===== src/rtl/adam_pause_sequencer.sv =====
// adam_pause_sequencer
// Fans a single upstream pause handshake out to NO_TARGETS downstream pause
// handshakes. Resume releases targets one at a time in ascending index order,
// pause stops them one at a time in descending order, and upstream only sees
// its acknowledge once the whole group has settled. Dependent peripherals
// therefore start after, and stop before, the resources they rely on.
module adam_pause_sequencer #(
    parameter int NO_TARGETS = 4
) (
    input  logic                  clk,
    input  logic                  rst,
    input  logic                  up_req,
    output logic                  up_ack,
    input  logic [NO_TARGETS-1:0] en,
    output logic [NO_TARGETS-1:0] dn_req,
    input  logic [NO_TARGETS-1:0] dn_ack,
    output logic                  busy
);

    localparam int               IDX_W    = (NO_TARGETS > 1) ? $clog2(NO_TARGETS) : 1;
    localparam logic [IDX_W-1:0] LAST_IDX = IDX_W'(NO_TARGETS - 1);

    typedef enum logic [1:0] {
        PAUSED,
        RESUMING,
        RUNNING,
        PAUSING
    } state_t;

    state_t                  state_q;
    logic [IDX_W-1:0]        index_q;
    logic                    entered_q;
    logic                    stepEn_q;
    logic                    upAck_q;
    logic                    busy_q;
    logic [NO_TARGETS-1:0]   dnReq_q;

    logic                    sequencing;
    logic                    reqLevel;
    logic                    stepDone;
    logic                    lastStep;
    logic                    doEntry;
    logic [IDX_W-1:0]        entryIdx_d;

    // Step bookkeeping: a step finishes when its target's ack matches the
    // request we drive (or at once if the target was skipped), and finishing
    // a non-final step immediately enters the neighbouring one on the same
    // edge, so the next dn_req toggles without a bubble cycle.
    always_comb begin
        sequencing = (state_q == RESUMING) || (state_q == PAUSING);
        reqLevel   = (state_q == PAUSING);
        stepDone   = entered_q && (!stepEn_q || (dn_ack[index_q] == dnReq_q[index_q]));
        lastStep   = (state_q == RESUMING) ? (index_q == LAST_IDX) : (index_q == '0);
        doEntry    = sequencing && (!entered_q || (stepDone && !lastStep));
        entryIdx_d = index_q;
        if (entered_q) begin
            if (state_q == RESUMING) begin
                entryIdx_d = index_q + IDX_W'(1);
            end else begin
                entryIdx_d = index_q - IDX_W'(1);
            end
        end
    end

    // Sequencer FSM: the group sits paused out of reset; en is captured once
    // at the edge entering each step so later changes cannot disturb it, and
    // up_req is only looked at again once the group has settled.
    always_ff @(posedge clk or posedge rst) begin
        if (rst) begin
            state_q   <= PAUSED;
            index_q   <= '0;
            entered_q <= 1'b0;
            stepEn_q  <= 1'b0;
            upAck_q   <= 1'b1;
            busy_q    <= 1'b0;
            dnReq_q   <= '1;
        end else begin
            case (state_q)
                PAUSED: begin
                    if (!up_req) begin
                        state_q   <= RESUMING;
                        index_q   <= '0;
                        entered_q <= 1'b0;
                        busy_q    <= 1'b1;
                    end
                end
                RUNNING: begin
                    if (up_req) begin
                        state_q   <= PAUSING;
                        index_q   <= LAST_IDX;
                        entered_q <= 1'b0;
                        busy_q    <= 1'b1;
                    end
                end
                RESUMING, PAUSING: begin
                    if (doEntry) begin
                        index_q   <= entryIdx_d;
                        entered_q <= 1'b1;
                        stepEn_q  <= en[entryIdx_d];
                        if (en[entryIdx_d]) begin
                            dnReq_q[entryIdx_d] <= reqLevel;
                        end
                    end else if (stepDone && lastStep) begin
                        state_q   <= (state_q == RESUMING) ? RUNNING : PAUSED;
                        upAck_q   <= reqLevel;
                        busy_q    <= 1'b0;
                        entered_q <= 1'b0;
                    end
                end
                default: begin
                    state_q <= PAUSED;
                end
            endcase
        end
    end

    assign up_ack = upAck_q;
    assign dn_req = dnReq_q;
    assign busy   = busy_q;

endmodule


===== config.mk =====
export PLATFORM = sky130hd
export DESIGN_NAME = adam_pause_sequencer
export DESIGN_NICKNAME = d
export VERILOG_FILES = /design/src/rtl/adam_pause_sequencer.sv
export SDC_FILE = /design/constraint.sdc
export NUM_CORES = 1
export LEC_CHECK = 0
export ABC_CLOCK_PERIOD_IN_PS = 3350
export CAP_MARGIN = 20
export CORE_AREA = 10 10 52 54
export CTS_CLUSTER_SIZE = 16
export DETAILED_ROUTE_END_ITERATION = 10
export DIE_AREA = 0 0 62 64
export PLACE_DENSITY = 0.83
export SETUP_SLACK_MARGIN = 0.5
export SYNTH_ARGS = -nofsm -noshare
export SYNTH_HDL_FRONTEND = slang
export SYNTH_SLANG_ARGS = --single-unit

===== constraint.sdc =====
create_clock -name clk -period 3.35 [get_ports clk]
set_clock_uncertainty 0.2 [all_clocks]
set_input_delay 0.335 -clock clk [delete_from_list [all_inputs] [get_ports clk]]
set_output_delay 0.335 -clock clk [all_outputs]
set_load 0.03 [all_outputs]

==> out/results.tsv <==
metric	value	unit
dieArea	3970	sq um
cp-end-kind	flip-flop	
initial_core_util	46.0	%
relSlewSlack	61.2	%
rrSetupSlack	890	ps
min_period_over_period	73.6	%
numCtsBuffers	3	
drive_above_1_share	20.0	%
drc	0	
cts.path.max_buffers	2	
synthFlopType	dfrtp_1	
clock_sinks	12	
fmax	406	MHz
yosysUniqueCellTypes	29	
die_w	62	um
timing.rr.start	dn_req[2]$_DFFE_PP1P_	
vias_per_cell	5.23	
h-tree-depth	1	
grt_usage	9.82	%
ioPinCount	17	
setup_ws	885	ps
num_antenna_cells	0	
dr_total_vias	601	
synth_fa_ha_area_share	6.37	%
min_path_type	in2async	
synth_compound_gate_area_share	11.5	%
rsz0062_at_grt	no	
synth-xor-area-share	8.92	%
ys_ff_latch	12	
cts_tree	done	
syn_to_final_growth	28.8	%
synth_top_area_cell	dfrtp_1	
tns	0	ps
fillCellCount	131	
grt_pass1_vias	632	
clk_latency	290	ps
yosysWarnings	0	
wirelength	1700	um
start_kind	input port	
max_stage_delay	500	ps
required	3370	ps
p_leak	0.425	nW
startpoint	dn_ack[2]	
status	complete, no violations	
power_density	1130	nW/um^2
critPathKind	in2reg	
synth_mux_area_share	19.9	%
synth_edf_count	0	
p_total	1.14	mW
core	1710	sq um
dr.first_iter.drc_count	2	
r2r_end	dn_req[0]$_DFFE_PP1P_	
setup_violations	0	
cts_root_buf	clkbuf_4	
reg2reg_depth	5	
syn-num-nets	86	
place_congestion	0.813	
slew_violations	0	
synthSimpleGateAreaFrac	11.3	%
placed_cell_area	976	sq um
fin_util	59.3	%
synth.avg_cell_area	11.1	sq um
syn_inst	71	
overflow	0	
synth_top_area_share	22.3	%
tightest_slew	577	ps
dp_hpwl	1350	um
cts_hold_buf	0	
grt_antenna_before_repair	0	
hold_viol_final	0	
portBuffers	16	
critPathSlowestCell	mux4_2	
num-nets-final	106	
die_height	64	um
synth_top_family_by_area	multiplexers	
pre_cts_slack	594	ps
num_rows	15	
cts.clk_slew.worst_paths	80	ps
finalInstanceArea	1010	sq um
max-vdd-ir-drop	0.629	mV
grt_max_degree	13	
maxCapViolCount	0	
min_period	2470	ps
ant_nets	0	
synth_most_common_cell	dfrtp_1	
cp_max_fo	5	
ys_top_cells_by_count	dfrtp_1, nand2_1, dfstp_2, mux2_1, xor2_1	
netlist_area	786	sq um
yosysSeqAreaShare	39.0	%
synth_area_leaders	dfrtp_1, dfstp_2, mux2_1	
path_cells	clkdlybuf4s50_1 > xor2_1 > mux4_2 > a311o_1 > nor3_1 > mux2_1	
grt_first_pass_wirelength	2940	um
async_reset_ff_share	100	%
crit_arrival	2480	ps
cts_resized	0	
cts_setup_buffers	0	
crit_end	dn_req[0]$_DFFE_PP1P_	
dr.pass1.iters	3	
wl_per_cell	14.8	um
logic make-up after synthesis:
group	after synthesis
xor gates and xnor gates	8
and+or+nand+nor	16
buffers and inverters	6
AOI/OAI and AO/OA	13
DFF	12
muxes	12
adders and majority gates	4
where the power goes:
part | leakage [nW] | switching, mW | total (mW) | internal, mW
clock | 0.0210 | 0.0556 | 0.122 | 0.0663
sequential | 0.130 | 0.0844 | 0.326 | 0.241
combinational | 0.275 | 0.354 | 0.695 | 0.341
metal layers:
| layer | global-route usage [%] | share of wire, % | vias up |
|---|---|---|---|
| met3 | 2.77 | 4.5 | 5 |
| met4 | 5.87 | 2.8 | 0 |
| li1 | - | - | 293 |
| met5 | 0 | 0 | - |
| met2 | 15.6 | 51 | 8 |
| met1 | 11.1 | 42 | 295 |
metrics by stage:
step	cells	hold WS, ps
after CTS	115	160
final	115	145
after detailed placement	111	297
after floorplan	71	-3.88
after global placement	111	285
after global routing	115	191
cell usage in the layout, fill, tap and decap left out, drive strengths merged, types with 2 or more instances in the layout:
cell type | netlist | layout
nor3 | 4 | 4
a22o | 2 | 2
nor2 | 2 | 2
nand2 | 6 | 6
mux2 | 9 | 9
mux4 | 2 | 2
dfrtp | 7 | 7
clkdlybuf4s50 | 0 | 16
clkbuf | 1 | 4
inv | 4 | 4
ha | 4 | 4
xnor2 | 3 | 3
a21oi | 3 | 3
dfstp | 5 | 5
xor2 | 5 | 5
o21ai | 2 | 2
flip-flops by register name, summed over array words and instances (netlist names):
signal,cells
entered_q,1
busy,1
dn_req,4
index_q,2
state_q,2
stepEn_q,1
up_ack,1
critical path, delay by kind of cell:
kind	cells	cell delay (ps)
and+or+nand+nor	1	260
AOI/OAI and AO/OA	1	450
muxes	2	850
buffers and inverters	1	410
xor gates and xnor gates	1	170
final cells by class:
class	count	area, sq um	share of cell area, %
repair buffers	17	168	16.6
well taps	25	31.3	3.09
multi-input cells	53	455	45.0
inverters	4	15.0	1.48
clock buffers	4	36.3	3.58
flip-flops and latches	12	307	30.3
worst min-delay path by stage:
stage                                        end  cells after the start
after floorplan                 busy$_DFFE_PP0P_                      1
after global placement          busy$_DFFE_PP0P_                      1
after detailed placement        busy$_DFFE_PP0P_                      1
after CTS                   stepEn_q$_DFFE_PP0P_                      2
after global routing        stepEn_q$_DFFE_PP0P_                      2
final                     index_q[1]$_DFFE_PP0P_                      2
Note: power is estimated with default switching activity, not from simulation.
